--- config.mk ---
export PLATFORM = sky130hd
export DESIGN_NAME = cl_ocl_reg_slave
export DESIGN_NICKNAME = d
export VERILOG_FILES = /design/src/rtl/cl_ocl_reg_pkg.sv /design/src/rtl/cl_ocl_reg_slave.sv
export SDC_FILE = /design/constraint.sdc
export NUM_CORES = 1
export LEC_CHECK = 0
export BUFFER_PORTS_ARGS = -buffer_cell sky130_fd_sc_hd__buf_2
export CAP_MARGIN = 40
export CORE_ASPECT_RATIO = 0.7
export CORE_MARGIN = 5
export CORE_UTILIZATION = 50
export DETAILED_ROUTE_END_ITERATION = 10
export GPL_ROUTABILITY_DRIVEN = 0
export PLACE_DENSITY = 0.78
export RECOVER_POWER = 100
export SYNTH_ARGS = -nofsm -noshare
export SYNTH_HDL_FRONTEND = slang
export SYNTH_SLANG_ARGS = --single-unit
--- constraint.sdc ---
create_clock -name clk_main_a0 -period 2.3 [get_ports clk_main_a0]
set_clock_uncertainty 0.1 [all_clocks]
set_input_delay 0.115 -clock clk_main_a0 [delete_from_list [all_inputs] [get_ports clk_main_a0]]
set_output_delay 0.115 -clock clk_main_a0 [all_outputs]
set_load 0.01 [all_outputs]
--- src/rtl/cl_ocl_reg_pkg.sv ---
// Shared definitions for the OCL register responder: register map, AXI response
// codes, read-channel states and byte-lane helpers.
package cl_ocl_reg_pkg;

    localparam logic [15:0] ADDR_ID0   = 16'h0000;
    localparam logic [15:0] ADDR_ID1   = 16'h0004;
    localparam logic [15:0] ADDR_HELLO = 16'h0500;
    localparam logic [15:0] ADDR_CYCLE = 16'h0508;
    localparam logic [15:0] ADDR_WRCNT = 16'h050C;

    typedef enum logic [1:0] {
        OKAY   = 2'b00,
        EXOKAY = 2'b01,
        SLVERR = 2'b10,
        DECERR = 2'b11
    } resp_t;

    typedef enum logic {
        R_IDLE = 1'b0,
        R_RESP = 1'b1
    } r_state_t;

    // Lanes with a set strobe take the new byte, the rest keep the old one.
    function automatic logic [31:0] apply_wstrb(input logic [31:0] old_val,
                                                input logic [31:0] new_val,
                                                input logic [3:0]  strb);
        logic [31:0] res;
        for (int i = 0; i < 4; i++) begin
            res[8*i +: 8] = strb[i] ? new_val[8*i +: 8] : old_val[8*i +: 8];
        end
        return res;
    endfunction

    function automatic logic [31:0] byte_swap(input logic [31:0] val);
        return {val[7:0], val[15:8], val[23:16], val[31:24]};
    endfunction

    function automatic logic [15:0] word_addr(input logic [13:0] word_idx);
        return {word_idx, 2'b00};
    endfunction

endpackage

--- src/rtl/cl_ocl_reg_slave.sv ---
// AXI4-Lite responder on the shell OCL BAR exposing ID, HELLO scratch, cycle
// counter and write counter; one outstanding read and one outstanding write.
module cl_ocl_reg_slave
    import cl_ocl_reg_pkg::*;
#(
    parameter int          ADDR_W        = 32,
    parameter logic [31:0] ID0           = 32'h0000_0000,
    parameter logic [31:0] ID1           = 32'h0000_0000,
    parameter logic [31:0] UNMAPPED_DATA = 32'hDEAD_BEEF
) (
    input  logic              clk_main_a0,
    input  logic              rst_main,
    input  logic [ADDR_W-1:0] sh_ocl_awaddr,
    input  logic              sh_ocl_awvalid,
    output logic              ocl_sh_awready,
    input  logic [31:0]       sh_ocl_wdata,
    input  logic [3:0]        sh_ocl_wstrb,
    input  logic              sh_ocl_wvalid,
    output logic              ocl_sh_wready,
    output logic [1:0]        ocl_sh_bresp,
    output logic              ocl_sh_bvalid,
    input  logic              sh_ocl_bready,
    input  logic [ADDR_W-1:0] sh_ocl_araddr,
    input  logic              sh_ocl_arvalid,
    output logic              ocl_sh_arready,
    output logic [31:0]       ocl_sh_rdata,
    output logic [1:0]        ocl_sh_rresp,
    output logic              ocl_sh_rvalid,
    input  logic              sh_ocl_rready,
    output logic [31:0]       hello_value
);

    logic        aw_held;
    logic        w_held;
    logic        bvalid_q;
    logic [13:0] aw_addr_q;
    logic [31:0] w_data_q;
    logic [3:0]  w_strb_q;

    logic        aw_hs;
    logic        w_hs;
    logic        aw_avail;
    logic        w_avail;
    logic        commit;
    logic [15:0] wr_word;
    logic [31:0] wr_data;
    logic [3:0]  wr_strb;

    logic [31:0] hello_q;
    logic [31:0] cycle_q;
    logic [31:0] wrcnt_q;

    r_state_t    r_state;
    r_state_t    r_state_next;
    logic        ar_hs;
    logic [15:0] rd_word;
    logic [31:0] rd_value;
    logic [31:0] rdata_q;

    logic        unused_addr_bits;
    assign unused_addr_bits = ^{sh_ocl_awaddr[ADDR_W-1:16], sh_ocl_awaddr[1:0],
                                sh_ocl_araddr[ADDR_W-1:16], sh_ocl_araddr[1:0]};

    // Ready outputs are forced low during reset so nothing handshakes in that cycle.
    assign ocl_sh_awready = !aw_held && !bvalid_q && !rst_main;
    assign ocl_sh_wready  = !w_held  && !bvalid_q && !rst_main;
    assign ocl_sh_bvalid  = bvalid_q;
    assign ocl_sh_bresp   = OKAY;

    assign aw_hs    = sh_ocl_awvalid && ocl_sh_awready;
    assign w_hs     = sh_ocl_wvalid  && ocl_sh_wready;
    assign aw_avail = aw_held || aw_hs;
    assign w_avail  = w_held  || w_hs;

    // Commit on the edge where the second half arrives, so AW+W together give bvalid next cycle.
    assign commit  = aw_avail && w_avail;
    assign wr_word = word_addr(aw_held ? aw_addr_q : sh_ocl_awaddr[15:2]);
    assign wr_data = w_held ? w_data_q : sh_ocl_wdata;
    assign wr_strb = w_held ? w_strb_q : sh_ocl_wstrb;

    always_ff @(posedge clk_main_a0) begin
        if (rst_main) begin
            aw_held   <= 1'b0;
            w_held    <= 1'b0;
            aw_addr_q <= '0;
            w_data_q  <= '0;
            w_strb_q  <= '0;
        end else if (commit) begin
            aw_held <= 1'b0;
            w_held  <= 1'b0;
        end else begin
            if (aw_hs) begin
                aw_held   <= 1'b1;
                aw_addr_q <= sh_ocl_awaddr[15:2];
            end
            if (w_hs) begin
                w_held   <= 1'b1;
                w_data_q <= sh_ocl_wdata;
                w_strb_q <= sh_ocl_wstrb;
            end
        end
    end

    always_ff @(posedge clk_main_a0) begin
        if (rst_main) begin
            bvalid_q <= 1'b0;
        end else if (commit) begin
            bvalid_q <= 1'b1;
        end else if (bvalid_q && sh_ocl_bready) begin
            bvalid_q <= 1'b0;
        end
    end

    // Every committed write bumps WRCNT, including read-only and unmapped targets.
    always_ff @(posedge clk_main_a0) begin
        if (rst_main) begin
            hello_q <= '0;
            wrcnt_q <= '0;
            cycle_q <= '0;
        end else begin
            cycle_q <= cycle_q + 32'd1;
            if (commit) begin
                wrcnt_q <= wrcnt_q + 32'd1;
                if (wr_word == ADDR_HELLO) begin
                    hello_q <= apply_wstrb(hello_q, wr_data, wr_strb);
                end
            end
        end
    end

    assign hello_value = hello_q;

    always_ff @(posedge clk_main_a0) begin
        if (rst_main) begin
            r_state <= R_IDLE;
        end else begin
            r_state <= r_state_next;
        end
    end

    always_comb begin
        r_state_next = r_state;
        case (r_state)
            R_IDLE:  if (sh_ocl_arvalid) r_state_next = R_RESP;
            R_RESP:  if (sh_ocl_rready)  r_state_next = R_IDLE;
            default: r_state_next = R_IDLE;
        endcase
    end

    always_comb begin
        ocl_sh_arready = 1'b0;
        ocl_sh_rvalid  = 1'b0;
        case (r_state)
            R_IDLE:  ocl_sh_arready = !rst_main;
            R_RESP:  ocl_sh_rvalid  = 1'b1;
            default: ocl_sh_arready = 1'b0;
        endcase
    end

    assign ar_hs   = sh_ocl_arvalid && ocl_sh_arready;
    assign rd_word = word_addr(sh_ocl_araddr[15:2]);

    // Registers are read before any same-cycle write lands, giving pre-write values.
    always_comb begin
        rd_value = UNMAPPED_DATA;
        case (rd_word)
            ADDR_ID0:   rd_value = ID0;
            ADDR_ID1:   rd_value = ID1;
            ADDR_HELLO: rd_value = byte_swap(hello_q);
            ADDR_CYCLE: rd_value = cycle_q;
            ADDR_WRCNT: rd_value = wrcnt_q;
            default:    rd_value = UNMAPPED_DATA;
        endcase
    end

    always_ff @(posedge clk_main_a0) begin
        if (rst_main) begin
            rdata_q <= '0;
        end else if (ar_hs) begin
            rdata_q <= rd_value;
        end
    end

    assign ocl_sh_rdata = rdata_q;
    assign ocl_sh_rresp = OKAY;

endmodule

# [Word level (Yosys, flattened, before mapping)]
# Index checks and enable logic that the tools add are counted.
[totals] input_bits=107 register_bits=182 word_cells=59 out_inout_bits=73
[classes] n_mux=11 n_reduce_logical=25 add_sub_neg=2 eq_ne=5 bitwise_logic=2
[ops] cell="$pmux 32 s4" n=1
[ops] cell="$add 32x1->32 const B" n=2
[ops] cell="$eq 14x9->1 const B" n=4
[ops] cell="$mux 32" n=1
[ops] cell="$logic_not 16->1" n=1
[ops] cell="$eq 14x1->1 const B" n=1
[ops] cell="$mux 14" n=1
[ops] cell="$reduce_and 3->1" n=4
[ops] cell="$logic_and 1x1->1" n=9
[ops] cell="$mux 1" n=6
[ops] cell="$logic_not 1->1" n=4
[ops] cell="$mux 4" n=1
[ops] cell="$reduce_and 2->1" n=2
[ops] cell="$reduce_or 2->1" n=2
[ops] cell="$logic_or 1x1->1" n=2
[ops] cell="$not 1->1" n=2
[ops] cell="$pmux 1 s2" n=1
[ops] cell="$reduce_bool 2->1" n=1

# [Logic depth before layout (Yosys ltp)]
# Gate-level depths: netlist of the first run.
[depth] word_depth=8 ltp_mapped=8 ltp_nobuf=5

# [Worst setup path after synthesis of the first run]
# Ideal clock, no wire load.
[synth_path] path_type="flip-flop to flip-flop" from="register w_held" to="register wrcnt_q[27]" path_stages_with_launch=9 required_time_ns=2.068 synth_period_minus_slack_ns=2.120 setup_slack_ns=0.180 setup_time_ns=0.132 path_buffers=4 arrival_ns=1.888 cell_sequence="dfxtp_1 -> buf_2 -> a2bb2oi_1 -> or4_1 -> buf_2 -> buf_2 -> buf_2 -> o31ai_1 -> a21oi_1"
[synth_between] elab_chain_len=6
[synth_lines] item="from (decl)" line="cl_ocl_reg_slave.sv:34" text="logic w_held;"
[synth_lines] item="from (signal assigned)" line="cl_ocl_reg_slave.sv:84" text="w_held <= 1'b0;"
[synth_lines] item="from (signal assigned)" line="cl_ocl_reg_slave.sv:90" text="w_held <= 1'b0;"
[synth_lines] item="from (signal assigned)" line="cl_ocl_reg_slave.sv:97" text="w_held <= 1'b1;"
[synth_lines] item="$logic_not 1->1" line="cl_ocl_reg_slave.sv:66" text="assign ocl_sh_wready = !w_held && !bvalid_q && !rst_main;"
[synth_lines] item="$logic_and 1x1->1 (2 in series)" line="cl_ocl_reg_slave.sv:66"
[synth_lines] item="$logic_and 1x1->1" line="cl_ocl_reg_slave.sv:71" text="assign w_hs = sh_ocl_wvalid && ocl_sh_wready;"
[synth_lines] item="$logic_or 1x1->1 (*)" line="cl_ocl_reg_slave.sv:73" text="assign w_avail = w_held || w_hs;"
[synth_lines] item="$logic_and 1x1->1 (*)" line="cl_ocl_reg_slave.sv:76" text="assign commit = aw_avail && w_avail;"
[synth_lines] item="to (signal assigned)" line="cl_ocl_reg_slave.sv:123" text="wrcnt_q <= wrcnt_q + 32'd1;"
[synth_lines] item="to (decl)" line="cl_ocl_reg_slave.sv:51" text="logic [31:0] wrcnt_q;"
# Mark *: on every way between the ends. The rest lies on a longest branch, timed or not.
# A chain may end at the register's enable or synchronous reset.

# [Final worst setup path of the first run]
[layout_path] from="register aw_held" to="register hello_q[2], in the netlist hello_value[2]"
[layout_between] elab_chain_len=7 word_cells_on_any_way=9 classes_between="1 x eq/ne; 1 x mux; 7 x reduce/logical"
[layout_lines] item="from (decl)" line="cl_ocl_reg_slave.sv:33" text="logic aw_held;"
[layout_lines] item="from (signal assigned)" line="cl_ocl_reg_slave.sv:83" text="aw_held <= 1'b0;"
[layout_lines] item="from (signal assigned)" line="cl_ocl_reg_slave.sv:89" text="aw_held <= 1'b0;"
[layout_lines] item="from (signal assigned)" line="cl_ocl_reg_slave.sv:93" text="aw_held <= 1'b1;"
[layout_lines] item="branches (longest 6 deep; another with $mux 14)"
[layout_lines] item="$reduce_and 3->1 (no source line) (*)"
[layout_lines] item="to (signal assigned)" line="cl_ocl_reg_slave.sv:125" text="hello_q <= apply_wstrb(hello_q, wr_data, wr_strb);"
[layout_lines] item="to (decl)" line="cl_ocl_reg_slave.sv:49" text="logic [31:0] hello_q;"
# Mark *: on every way between the ends.

==> flow_summary.ini, run 1 <==
[clock_tree]
cts_sinks = 182
cts_setup_buffers = 0
clkLatencyLatePin_ns = 0.43
clock-root-buffer = clkbuf_16
cts.clk_slew.worst_paths_ns = 0.07
clockBufferDepth = 2
cts_made_buffers = 17
cts_tree = done
htree_num_levels = 4

[global_route]
first_global_vias = 7928
grt_util_all_layers = 0.2433
gr-total-overflow = 0
antenna_found_initial = 0
grt_start_max_net_pins = 165
grt_pass1_wl_mm = 40.38

[pwr]
pwr-share-comb = 0.096
pwr-share-clk = 0.414
leakage_uw = 0.003601
finalPower_uw = 6737
netSwitchingPower_uw = 1763
p_int_uw = 4973
swShare = 0.2618
power_frac_seq = 0.490
p_per_area_nw_per_um2 = 637.6
ir_worst_vdd_uv = 445.6

[critical_path]
critPathLaunchType = flop
cpMostUsedCell = buf_4
slowest_delay_ns = 0.35
crit_path_top_delay_cell = dfxtp_2
critical_path_class = reg -> reg
critical_path_arrival_ns = 2.34
crit_path_end_kind = flop
crit_fanout = 11
path_cells = buf_4 -> nor4_2 -> nand4_1 -> buf_4 -> a21oi_2 -> clkbuf_2 -> a221oi_1
crit_required_ns = 2.46

[logic_synthesis]
avgSynthCellArea_um2 = 8.475
ys_ff_latch = 182
synth_edf_count = 0
synth_warnings = 0
synthFlopType = dfxtp_1
synth_cell_types = 54
synthCells = 1005
ys_async_sr_fraction = 0
yosysSeqAreaShare = 0.4278
netlist_area_um2 = 8517

[place]
pre_cts_ws_ns = 0.1669
portBuffers = 139
dp_hpwl_mm = 16.70
dpl_cell_area_um2 = 9615

[floorplanning]
die-area_um2 = 19790
fp.coreArea_um2 = 16490
fp.dieH_um = 119.2
row_count = 39
io_pins = 180
die_width_um = 166.0
start_util = 0.5164

[outcome]
outcome = finished clean

[sta]
fmax_ghz = 0.4577
hold_ws_ns = 0.1673
slew_headroom = 0.4945
worst_slew_pin_slew_ns = 0.7582
hold_viol_final = 0
fin_ws_ns = 0.1152
fin_crit_sh = 0.9499
min_period_ns = 2.185
setup_viol = 0
slew_viol_final = 0

[cells_and_area]
syn_to_final_growth_pct = 24.06
n_antenna_cell = 0
nFillCells = 1456
finalInstanceArea_um2 = 10570
drive_above_1_share = 0.1387
fin_nets = 1293

[detailed_routing]
routed.top_layer = met4
drt-pass1-iter-count = 6
wl_met3_mm = 1.831
vias_per_cell = 6.030
wl_per_cell_um = 17.56
ant_nets = 0
drc = 0
met2_length_mm = 11.54
routed_wl_mm = 24.97
dr_total_vias = 8574
met1_length_mm = 11.05
drt_iter0_drc = 850

[job]
cap_violations = 0

[hold_path]
min_path_type = in -> reg
## worst max-delay path: cells and delay by family, from the launching register on
| kind | cells | cell delay (ns) |
|---|---|---|
| buf+inv | 3 | 0.70 |
| simple gates | 2 | 0.44 |
| compound gates | 2 | 0.43 |
| flops | 1 | 0.35 |
## cell families (layout without fill, tap and decap cells)
group | after synthesis | count (layout) | share of synthesized area
and+or+nand+nor | 376 | 376 | 0.2456
AOI/OAI and AO/OA | 278 | 278 | 0.2170
DFF | 182 | 182 | 0.4278
buffers and inverters | 124 | 313 | 0.05788
muxes | 25 | 25 | 0.03085
xor gates and xnor gates | 17 | 17 | 0.01748
adders and majority gates | 2 | 2 | 0.002938
other | 1 | 4 | 0.0004403
## synthesized netlist by cell type, drive strengths merged, types with 16 or more instances
master,n,area [um^2]
nand4b,24,210.2
a221oi,32,280.3
nand3,16,80.08
o22ai,20,125.1
o21ai,20,100.1
nand2b,18,112.6
o31ai,24,180.2
a22oi,24,180.2
buf,22,110.1
or4,26,198.9
inv,44,165.2
nor4,21,131.4
dfxtp,182,3643
a21oi,96,480.5
nor2,54,202.7
a31oi,25,156.4
clkbuf,57,214.0
nand2,121,454.2
nand4,18,112.6
## what timing repair did
action	CTS	global route
hold buffers	55	0
resized for setup	0	6
setup endpoints to repair	0	10
endpoints found under the hold margin	69	0
## registers in the layout, summed over array words and instances (netlist names)
register,flops
wrcnt_q,32
w_held,1
aw_held,1
aw_addr_q,14
hello_value,32
cycle_q,32
ocl_sh_rdata,32
ocl_sh_bvalid,1
w_data_q,32
w_strb_q,4
r_state,1
## metrics by stage
stage          cells    util  setup TNS [ns]
6_report        1422  0.6406               0
5_1_grt         1422  0.6406         -0.1198
4_1_cts         1422  0.6502               0
3_5_place_dp    1335  0.5830               0
3_3_place_gp    1335  0.5830               0
2_1_floorplan   1008       -               0
## layout make-up
cell class | count | area, um^2 | area share
Clock inverter | 14 | 118.9 | 0.01125
Inverter | 45 | 168.9 | 0.01599
Clock buffer | 18 | 439.2 | 0.04156
Tap cell | 225 | 281.5 | 0.02664
Multi-Input combinational cell | 702 | 4393 | 0.4157
Sequential cell | 182 | 3645 | 0.3449
Timing Repair Buffer | 236 | 1520 | 0.1439
## power by group through the flow
stage | clock network, uW | registers, uW | logic, uW
global route | 2950 | 3310 | 713
finish | 2790 | 3300 | 648
floorplan | 0 | 3390 | 317
CTS | 2820 | 3300 | 669
global placement | 0 | 3370 | 582
detailed placement | 0 | 3370 | 595
## cell usage in the layout, fill, tap and decap left out, drive strengths merged, types with 21 or more instances in the layout
master,count
a21oi,96
a221oi,32
a22oi,24
a31oi,25
buf,105
clkbuf,94
dfxtp,182
dlygate4sd3,55
inv,51
nand2,121
nand4b,24
nor2,54
nor4,21
o31ai,24
or4,26
## worst paths after layout
check | to | depth (start not counted) | slack, ns | startpoint
worst min register to register | w_data_q[6] | 2 | 0.35 | w_data_q[6]
worst max register to register | hello_value[2] | 7 | 0.12 | aw_held
worst min-delay path | ocl_sh_rdata[18] | 5 | 0.17 | rst_main
worst max-delay path | hello_value[2] | 7 | 0.12 | aw_held
## per-layer routing
| layer | GRT usage | vias to the layer above |
|---|---|---|
| li1 | - | 4074 |
| met1 | 0.3404 | 4082 |
| met2 | 0.3897 | 368 |
| met3 | 0.03841 | 50 |
| met4 | 0.07522 | 0 |
| met5 | 0 | - |
No activity file was read; power rests on OpenSTA's default activity.
==> inputs of run 2 (changes only) <==
GPL_TIMING_DRIVEN = 0   (was unset)
PLACE_DENSITY = 0.74   (was 0.78)
==> run 2 against run 1 <==
Net effect: maximum frequency fell by 1.3%; sequential power about the same; worst hold slack worse by 0.091 ns; cell area rose by 2.0%; non-clock buffer count up 41.
==> flow_summary.ini, run 2 (synthesis results as in run 1) <==
[outcome]
outcome = finished clean

[global_route]
grt_start_max_net_pins = 19
grt_pass1_wl_mm = 43.96
grtUsageMet1 = 0.3917
busiest_layer = met2
gr-total-overflow = 0
antenna_found_initial = 0
grt_util_met2 = 0.4162
grt_util_all_layers = 0.2731
use_met3 = 0.06556
first_global_vias = 8265

[cells_and_area]
nFillCells = 1439
syn_to_final_growth_pct = 26.60
fin_nets = 1334
final_cell_mix = dfxtp_1, nand2_1, clkbuf_1
final_cells = 1464
layout_commonest_cell = dfxtp_1
drive_above_1_share = 0.1575
finalInstanceArea_um2 = 10780
postLayoutCoreUtil = 0.6538

[clock_tree]
clockBufferDepth = 2
clkLatencyLatePin_ns = 0.43
cts_tree = done
clock-root-buffer = clkbuf_16
cts_made_buffers = 17
htree_num_levels = 4
cts.clk_slew.worst_paths_ns = 0.07
cts_sinks = 182

[critical_path]
crit_path_end_kind = flop
r2r_end = wrcnt_q[22]
crit_fanout = 10
critical_path_arrival_ns = 2.47
reg2reg_depth = 6
reg2reg_from = wrcnt_q[0]
cp-startpoint = wrcnt_q[0]
critical_path_class = reg -> reg
critPathLaunchType = flop
crit_path_top_delay_cell = or4_1
crit_required_ns = 2.56
rrSetupSlack_ns = 0.09
slowest_delay_ns = 0.51
path_cells = ha_2 -> nand4_1 -> or3_4 -> buf_2 -> or4_1 -> a21oi_1

[sta]
setup_viol = 0
slew_viol_final = 0
fin_crit_sh = 0.9627
fmax_ghz = 0.4516
worst_slew_pin_slew_ns = 0.7700
slew_headroom = 0.4853
hold_viol_final = 0
fin_ws_ns = 0.08572
final.setup.tns_ns = 0
min_period_ns = 2.214

[place]
dpl_cell_area_um2 = 9505
dp_hpwl_mm = 20.10
pre_cts_ws_ns = -0.4854
portBuffers = 139
dp_cells = 1372

[detailed_routing]
vias_per_cell = 6.089
drt_iter0_drc = 1009
wl_per_cell_um = 19.33
drc = 0
ant_nets = 0
drt-pass1-iter-count = 6
dr_total_vias = 8915
routed_wl_mm = 28.30

[pwr]
netSwitchingPower_uw = 1790
ir_worst_vdd_uv = 478.8
pwr-share-comb = 0.099
swShare = 0.2581
p_int_uw = 5146
power_frac_seq = 0.477
pwr-share-clk = 0.423
p_per_area_nw_per_um2 = 643.2
leakage_uw = 0.003650

[floorplanning]
die-area_um2 = 19790
fp.dieH_um = 119.2
fp.coreArea_um2 = 16490
row_count = 39
start_util = 0.5164
die_width_um = 166.0
io_pins = 180

[job]
cap_violations = 0

[hold_path]
min_path_type = in -> reg
min_path_cells = 4
hold_start = sh_ocl_araddr[11]
whs_endpoint = ocl_sh_rdata[17]
run 2: worst max-delay path, delay by kind of cell (launching register included):
family	cells	cell delay, ns
AO/OA/AOI/OAI	1	0.15
adder cells (fa/ha/maj)	1	0.20
AND/OR/NAND/NOR	3	1.09
flip-flops	1	0.39
buffers and inverters	1	0.20
run 2: repair_timing:
| action | 4_1_cts | 5_1_grt |
|---|---|---|
| resized for setup | 29 | 36 |
| gates cloned | 0 | 0 |
| setup buffers | 1 | 7 |
| endpoints found under the setup margin | 102 | 107 |
| hold buffers | 55 | 0 |
| endpoints found under the hold margin | 68 | 0 |
| pin swaps | 1 | 5 |
run 2: area by class of cell:
class,count,area [um^2],share of cell area
multi-input combinational,702,4522,0.4194
sequential,182,3659,0.3393
timing repair buffer,202,1225,0.1136
clock buffer,19,432.9,0.04015
buffer,75,345.3,0.03203
tap,225,281.5,0.02611
inverter,45,168.9,0.01566
clock inverter,13,146.4,0.01358
antenna,1,2.502,0.0002321
run 2: routing by layer:
metal,vias to the layer above,wire [um]
met4,0,488
met2,466,12520
li1,4145,-
met1,4252,12590
met5,-,0
met3,52,2711
run 2: stage by stage:
stage / total power (uW) / hold slack (ns)
6_report: 6936 / 0.07597
5_1_grt: 7139 / 0.08401
4_1_cts: 6934 / 0.06040
3_5_place_dp: 3971 / 0.2320
3_3_place_gp: 3960 / 0.2090
2_1_floorplan: 3704 / 0.1151
run 2: power by group through the flow:
stage	Sequential [uW]	Clock (uW)	Combinational, uW
final	3310	2940	687
after global routing	3320	3070	745
after CTS	3310	2940	682
after detailed placement	3370	0	597
after global placement	3370	0	588
after floorplan	3390	0	317
run 2: worst max-delay path by stage:
stage | depth (start not counted) | slack [ns] | endpoint
final | 6 | 0.09 | wrcnt_q[22]
after global routing | 6 | -0.003 | wrcnt_q[25]
after CTS | 7 | 0.006 | cycle_q[30]
after detailed placement | 6 | -0.49 | hello_value[2]
after global placement | 6 | -0.45 | hello_value[31]
after floorplan | 8 | 0.18 | wrcnt_q[27]
==> inputs of run 3 (changes only) <==
CORE_ASPECT_RATIO = 1.25   (was 0.7)
==> run 3 against run 2 <==
Net effect: first-iteration DRC count shrank 25%; cell area shrank 1.4%; register-to-register slack lost 0.02 ns; combinational power shrank 2%; power shrank 2.5%; worst setup slack lost 0.021 ns; clock power shrank 5%; final cell count shrank 0.41%.
==> flow_summary.ini, run 3 (synthesis results as in run 1) <==
[job]
cap_violations = 0

[sta]
slew_headroom = 0.4497
slew_viol_final = 0
fin_crit_sh = 0.9717
hold_viol_final = 0
fmax_ghz = 0.4474
worst_slew_pin_slew_ns = 0.8233
setup_viol = 0
min_period_ns = 2.235

[cells_and_area]
final_cells = 1458
n_antenna_cell = 0
syn_to_final_growth_pct = 24.81
layout_commonest_cell = dfxtp_1
drive_above_1_share = 0.1397
finalInstanceArea_um2 = 10630
fin_nets = 1334
final_cell_mix = dfxtp_1, nand2_1, clkbuf_1

[place]
dpl_cell_area_um2 = 9504
portBuffers = 139
dp_cells = 1368
dp_hpwl_mm = 19.41

[critical_path]
crit_path_end_kind = flop
critPathLaunchType = flop
crit_required_ns = 2.54
critical_path_arrival_ns = 2.47
critical_path_class = reg -> reg
crit_fanout = 8

[pwr]
leakage_uw = 0.003596
ir_worst_vdd_uv = 438.1
finalPower_uw = 6764
p_per_area_nw_per_um2 = 636.3

[detailed_routing]
drt-pass1-iter-count = 7
ant_nets = 0
drc = 0
drt_iter0_drc = 759
vias_per_cell = 5.938
routed_wl_mm = 26.97
wl_per_cell_um = 18.50
dr_total_vias = 8657

[floorplanning]
row_count = 53
fp.coreArea_um2 = 16780
die_width_um = 126.7
die-area_um2 = 19760
start_util = 0.5076
io_pins = 180
fp.dieH_um = 155.9

[clock_tree]
clkLatencyLatePin_ns = 0.44
cts_tree = done
clockBufferDepth = 2
cts_sinks = 182
cts_made_buffers = 17
htree_num_levels = 4
clock-root-buffer = clkbuf_16
cts.clk_slew.worst_paths_ns = 0.08

[hold_path]
min_path_type = in -> reg

[outcome]
outcome = finished clean

[global_route]
grt_util_all_layers = 0.2644
first_global_vias = 8220
grt_start_max_net_pins = 18
grt_pass1_wl_mm = 42.10
gr-total-overflow = 0
antenna_found_initial = 0
-- run 3: final timing paths --
check	start	endpoint	slack [ns]	cells after the start
hold reg to reg	w_data_q[6]	w_data_q[6]	0.35	2
setup reg to reg	aw_addr_q[0]	hello_value[14]	0.06	4
hold / removal	sh_ocl_araddr[11]	ocl_sh_rdata[17]	0.09	4
setup / recovery	aw_addr_q[0]	hello_value[14]	0.06	4
-- run 3: area by class of cell --
cell class,instances,area [um^2]
fill,1466,6147
tap,220,275.3
buffer,75,340.3
clock inverter,14,118.9
sequential,182,3652
inverter,45,168.9
clock buffer,18,439.2
multi-input combinational,702,4417
timing repair buffer,202,1219
-- run 3: routing by layer --
layer | share of wire | vias to the layer above | GRT usage
li1 | - | 4146 | -
met1 | 0.40 | 4106 | 0.3222
met2 | 0.50 | 342 | 0.4553
met3 | 0.067 | 63 | 0.04897
met4 | 0.032 | 0 | 0.1160
met5 | 0 | - | 0
-- run 3: critical path: stages (launching register included) --
cell	delay, ns
dfxtp_1	0.32
nor4_1	0.45
nand4_1	0.38
a221o_1	0.53
a221oi_1	0.35
-- run 3: repair_timing --
item,4_1_cts,5_1_grt
pin swaps,0,3
gates resized for setup,20,28
endpoints found under the setup margin,91,95
hold endpoints to repair,68,0
hold buffers,55,0
buffers inserted,0,7
-- run 3: report_power, final --
group	switching, uW	leakage (uW)	internal [uW]
Combinational	385	0.00184	288
Sequential	63.4	0.00148	3240
Clock	1340	0.000275	1440
-- run 3: per-stage QoR --
step	hold WS [ns]	setup WS (ns)	setup TNS [ns]	utilization
3_5_place_dp	0.2040	-0.3746	-32.18	0.5665
5_1_grt	0.1135	-0.04290	-0.3502	0.6336
3_3_place_gp	0.2013	-0.3397	-26.52	0.5662
2_1_floorplan	0.1151	0.1803	0	-
4_1_cts	0.08640	0.009454	0	0.6356
6_report	0.08726	0.06498	0	0.6336
